==> config.mk <==
export PLATFORM = sky130hd
export DESIGN_NAME = rom_read_arbiter
export DESIGN_NICKNAME = d
export VERILOG_FILES = /design/src/rtl/rom_read_arbiter.sv
export SDC_FILE = /design/constraint.sdc
export NUM_CORES = 1
export LEC_CHECK = 0
export BUFFER_PORTS_ARGS = -buffer_cell sky130_fd_sc_hd__buf_2
export CORE_MARGIN = 5
export CORE_UTILIZATION = 40
export CTS_CLUSTER_SIZE = 40
export DETAILED_ROUTE_END_ITERATION = 10
export GPL_TIMING_DRIVEN = 0
export PLACE_DENSITY = 0.74
export SETUP_SLACK_MARGIN = 0.3
export SLEW_MARGIN = 0
export SYNTH_ARGS = -nofsm -noshare
export SYNTH_HDL_FRONTEND = slang
export SYNTH_SLANG_ARGS = --single-unit
export TNS_END_PERCENT = 5
==> constraint.sdc <==
create_clock -name clk_i -period 1.3 [get_ports clk_i]
set_clock_uncertainty 0.1 [all_clocks]
set_input_delay 0.13 -clock clk_i [delete_from_list [all_inputs] [get_ports clk_i]]
set_output_delay 0.13 -clock clk_i [all_outputs]
set_load 0.01 [all_outputs]
==> src/rtl/rom_read_arbiter.sv <==
// -----------------------------------------------------------------------------
// rom_read_arbiter
//
// Shares the read port of one synchronous single-port ROM (one-cycle
// registered read latency) among NUM_REQ clients. Each client has a
// valid/ready address channel and a valid/ready data channel. Arbitration is
// round-robin and only one read is in flight at a time, which gives a fixed
// four-cycle cadence per read: IDLE (grant) -> ROM_RD -> CAPT -> RESP.
//
// Ports
//   clk_i        clock, all logic on the rising edge
//   rst_i        synchronous active-high reset
//   req_valid_i  per-client address valid
//   req_ready_o  per-client address ready (one-hot, only ever set in IDLE)
//   req_addr_i   packed addresses, client k at [k*ADDR_WIDTH +: ADDR_WIDTH]
//   rsp_valid_o  per-client data valid (at most one bit set)
//   rsp_ready_i  per-client data ready (only the granted client's bit is used)
//   rsp_data_o   read data shared by all clients, qualified by rsp_valid_o
//   rom_addr_o   registered ROM address
//   rom_data_i   registered ROM read data
// -----------------------------------------------------------------------------
module rom_read_arbiter #(
   parameter int DATA_WIDTH = 8,
   parameter int ADDR_WIDTH = 8,
   parameter int NUM_REQ    = 2   // legal range 2..8
) (
   input  logic                          clk_i,
   input  logic                          rst_i,
   input  logic [NUM_REQ-1:0]            req_valid_i,
   output logic [NUM_REQ-1:0]            req_ready_o,
   input  logic [NUM_REQ*ADDR_WIDTH-1:0] req_addr_i,
   output logic [NUM_REQ-1:0]            rsp_valid_o,
   input  logic [NUM_REQ-1:0]            rsp_ready_i,
   output logic [DATA_WIDTH-1:0]         rsp_data_o,
   output logic [ADDR_WIDTH-1:0]         rom_addr_o,
   input  logic [DATA_WIDTH-1:0]         rom_data_i
);

   localparam int IDX_W = $clog2(NUM_REQ);

   typedef logic [IDX_W-1:0] idx_t;

   typedef enum logic [1:0] {
      IDLE,    // arbitrate and accept one address
      ROM_RD,  // ROM samples rom_addr_o at the end of this cycle
      CAPT,    // rom_data_i is valid, capture it
      RESP     // hold the response until the granted client takes it
   } state_e;

   state_e                  state_q,     state_d;
   idx_t                    grant_q,     grant_d;
   idx_t                    last_q,      last_d;
   logic [ADDR_WIDTH-1:0]   rom_addr_q,  rom_addr_d;
   logic [NUM_REQ-1:0]      rsp_valid_q, rsp_valid_d;
   logic [DATA_WIDTH-1:0]   rsp_data_q,  rsp_data_d;

   logic                    sel_found;
   idx_t                    sel_idx;

   // Round-robin pick: scan from the client after the last one served,
   // wrapping at NUM_REQ, and take the first one with a valid request.
   // NUM_REQ need not be a power of two, so the wrap is explicit.
   always_comb begin
      int unsigned cand;
      // NOTE: every variable written here gets a default before any branch,
      // so no path leaves it unassigned and no latch is inferred.
      sel_found = 1'b0;
      sel_idx   = '0;
      cand      = 0;
      for (int unsigned i = 1; i <= NUM_REQ; i++) begin
         cand = int'(last_q) + i;
         if (cand >= NUM_REQ) begin
            cand = cand - NUM_REQ;
         end
         if (!sel_found && req_valid_i[idx_t'(cand)]) begin
            sel_found = 1'b1;
            sel_idx   = idx_t'(cand);
         end
      end
   end

   // Next-state and output logic.
   always_comb begin
      state_d     = state_q;
      grant_d     = grant_q;
      last_d      = last_q;
      rom_addr_d  = rom_addr_q;
      rsp_valid_d = rsp_valid_q;
      rsp_data_d  = rsp_data_q;
      req_ready_o = '0;

      unique case (state_q)
         IDLE: begin
            // Ready is only raised towards a client that is already valid,
            // so raising it means the handshake happens at this edge.
            if (sel_found) begin
               req_ready_o[sel_idx] = 1'b1;
               rom_addr_d           = req_addr_i[sel_idx*ADDR_WIDTH +: ADDR_WIDTH];
               grant_d              = sel_idx;
               state_d              = ROM_RD;
            end
         end

         ROM_RD: begin
            state_d = CAPT;
         end

         CAPT: begin
            rsp_data_d           = rom_data_i;
            rsp_valid_d          = '0;
            rsp_valid_d[grant_q] = 1'b1;
            state_d              = RESP;
         end

         RESP: begin
            // Only the granted client's ready can complete the response.
            if (rsp_ready_i[grant_q]) begin
               rsp_valid_d = '0;
               last_d      = grant_q;
               state_d     = IDLE;
            end
         end

         default: begin
            state_d = IDLE;
         end
      endcase
   end

   // State registers. Reset also drops any read in flight, so a pending
   // response is discarded rather than delivered late.
   always_ff @(posedge clk_i) begin
      // NOTE: non-blocking assignments so every flop updates from the values
      // present before the edge, independent of statement order.
      if (rst_i) begin
         state_q     <= IDLE;
         grant_q     <= '0;
         last_q      <= idx_t'(NUM_REQ - 1);  // client 0 gets first priority
         rom_addr_q  <= '0;
         rsp_valid_q <= '0;
         rsp_data_q  <= '0;
      end else begin
         state_q     <= state_d;
         grant_q     <= grant_d;
         last_q      <= last_d;
         rom_addr_q  <= rom_addr_d;
         rsp_valid_q <= rsp_valid_d;
         rsp_data_q  <= rsp_data_d;
      end
   end

   assign rom_addr_o  = rom_addr_q;
   assign rsp_valid_o = rsp_valid_q;
   assign rsp_data_o  = rsp_data_q;

endmodule

==> results.cfg <==
[floorplanning]
die_width_um = 60.1
ios = 50
floorplan.die.height_um = 60.1
std_cell_rows = 18
core_area_sq_um = 2430
start_util = 0.413
dieArea_sq_um = 3610

[clock_network]
cts-root-buf = clkbuf_4
clockBufferDepth = 2
path_clk_slew_ps = 120
htreeDepth = 1
tritoncts = done
clock_latency_ps = 320
cts.sinks = 22
cts_buffers = 3

[outcome]
status = finished with violations
violations = setup timing

[yosys]
synth-edff-count = 0
yosysSeqAreaShare = 0.438
synth.most_common_cell = dfxtp_1
yosys_warnings = 0
ys_top_cells_by_area = dfxtp_1 44%, mux2i_1 11%, a32oi_1 6.1%
ys_ff_latch = 22
synth_compound_area_frac = 0.191
syn_nets = 140
synth_top_family_by_area = compound AO/OA/AOI/OAI gates
synth_common_cells = 22 x dfxtp_1, 12 x nor2_1, 11 x a21oi_1, 11 x mux2i_1, 8 x nand3_1
synth_fa_ha_area_frac = 0.0498
yosys.area_share.simple = 0.157
synth_async_sr_flop_share = 0
netlist.area_leader.share = 0.438
synth_top_area_cell = dfxtp_1
syn_avg_cell_area_sq_um = 9.48
synth_cells = 106
synth-main-ff-cell = dfxtp_1
synthXorXnorAreaFrac = 0
synth.distinct_cells = 23
synthMuxAreaShare = 0.125
synthesis.area_sq_um = 1000

[min_path]
whs_path_depth = 3
hold-path-endpoint = last_q$_SDFFE_PP1P_
hold_class = in2reg
hold_start = rsp_ready_i[1]

[timing]
final.min_clock_period_ps = 1590
min_period_over_period = 1.22
rsz0062_at_grt = true
fin_ws_ps = -291
report.final.hold_viol_count = 0
maxSlewHeadroom = 0.733
setup_violations = 15
slew_viol_final = 0
fmax_mhz = 628
worst_pin_slew_ps = 401
holdWs_ps = 5.65

[power]
p_int_mw = 2.03
vdd_ir_drop_max_mv = 1.17
pwr-share-clk = 0.175
combPwrFrac = 0.497
p_total_mw = 3.05
p_sw_frac = 0.334
p_leak_nw = 0.796
p_per_area_nw_per_um2 = 1710
pwr-share-seq = 0.328
switchingPower_mw = 1.02

[route]
drtIter0Drc = 60
routed_wl_mm = 3.13
ant_nets = 0
drc = 0
routedWlPerCell_um = 14.4
vias_per_cell = 5.04
dr.pass1.iters = 4
vias = 1093

[critical_path]
cp-start-kind = flip-flop
rrSetupSlack_ps = -130
worst_ep_required_time_ps = 1070
ff2ff_path_depth = 7
r2r_start = state_q[1]$_SDFFE_PP0P_
r2r-end = rom_addr_o[1]$_SDFFE_PP0P_
worstSetupEndpointType = output port
crit_type = reg2out
crit_fanout = 3
arrival_ps = 1360

[finish]
drive_gt1_frac = 0.519
fin_util = 0.734
n_antenna_cell = 0
area_growth_pct = 77.6
multiInputGateArea_sq_um = 579
fill_cells = 174
seq_area_sq_um = 459
nets = 222

[global_routing]
grt_usage = 0.184
antenna_found_initial = 0
grt_max_degree = 14
grt_pass1_wl_mm = 5.04
overflow = 0
grt_pass1_vias = 1107

[placed_design]
gp_congestion = 0.765
pre_cts_ws_ps = -51.8
port_buffers = 49
hpwl_mm = 1.97

[job]
drv_cap = 0
metrics by stage:
step	std cells	TNS (ps)	cell area (sq um)
3_3_place_gp	185	-43.3	1320
3_5_place_dp	185	-632	1320
2_1_floorplan	106	0	1030
6_report	217	-1640	1780
4_1_cts	215	-1430	1750
5_1_grt	217	-2590	1780
power groups by stage:
stage	combinational [mW]	sequential [mW]	clock, mW
floorplan	0.618	1.04	0
global placement	0.980	0.972	0
detailed placement	1.01	0.984	0
CTS	1.42	0.992	0.545
global route	1.65	1.03	0.576
finish	1.52	0.999	0.532
critical path, stage by stage, from the launching register on:
cell,delay [ps]
dfxtp_4,380
inv_4,40
ha_4,150
buf_4,140
buf_6,110
and2_4,130
buf_6,110
cells in the final DEF (no fill, tap or decap), types with 2 or more instances in the layout:
master | synthesis | final
a21oi_1 | 11 | 11
a32oi_1 | 7 | 7
and2_4 | 0 | 3
buf_2 | 4 | 39
buf_4 | 0 | 9
buf_6 | 0 | 15
clkbuf_4 | 0 | 3
dfxtp_1 | 22 | 9
dfxtp_2 | 0 | 12
dlygate4sd3_1 | 0 | 17
ha_4 | 0 | 3
mux2i_1 | 11 | 10
nand2_1 | 2 | 2
nand2b_1 | 6 | 6
nand3_1 | 8 | 8
nor2_1 | 12 | 11
o21ai_0 | 2 | 2
o21bai_1 | 2 | 2
timing repair:
action / 4_1_cts / 5_1_grt
setup buffers: 9 / 2
pin swaps: 6 / 2
gates resized for setup: 36 / 8
hold buffers: 17 / 0
hold endpoints to repair: 15 / 0
setup endpoints to repair: 42 / 42
how the worst max path moves through the flow:
stage / start / to / slack [ps] / depth (start not counted)
finish: state_q[1]$_SDFFE_PP0P_ / req_ready_o[1] / -290 / 6
global route: state_q[1]$_SDFFE_PP0P_ / req_ready_o[0] / -350 / 6
CTS: state_q[0]$_SDFFE_PP0P_ / req_ready_o[0] / -310 / 6
detailed placement: last_q$_SDFFE_PP1P_ / rom_addr_o[7]$_SDFFE_PP0P_ / -50 / 3
global placement: last_q$_SDFFE_PP1P_ / rom_addr_o[7]$_SDFFE_PP0P_ / -30 / 3
floorplan: state_q[1]$_SDFFE_PP0P_ / rom_addr_o[0]$_SDFFE_PP0P_ / 50 / 6
layer usage:
layer,share of wire,routed length [um],track usage
met5,0,0,0
met1,0.38,1190,0.198
met3,0.078,243,0.0454
met4,0.0093,29,0.0475
met2,0.53,1660,0.350
state kept, by name, summed over array words and instances, names as in the netlist:
name	count
state_q	2
rsp_valid_o	2
rom_addr_o	8
rsp_data_o	8
last_q	1
grant_q	1
final cells by class:
type / instances / share of cell area
multi-input cells: 75 / 0.325
inverters: 3 / 0.00771
flip-flops and latches: 22 / 0.257
plain buffers: 6 / 0.0344
clock buffers: 3 / 0.0126
clock inverters: 1 / 0.0168
repair buffers: 77 / 0.325
well taps: 30 / 0.0210
kinds of logic after synthesis:
group / after synthesis
compound gates: 27
fa+ha+maj: 4
buf+inv: 9
flops: 22
mux: 12
simple gates: 32
No activity file was read; power rests on OpenSTA's default activity.
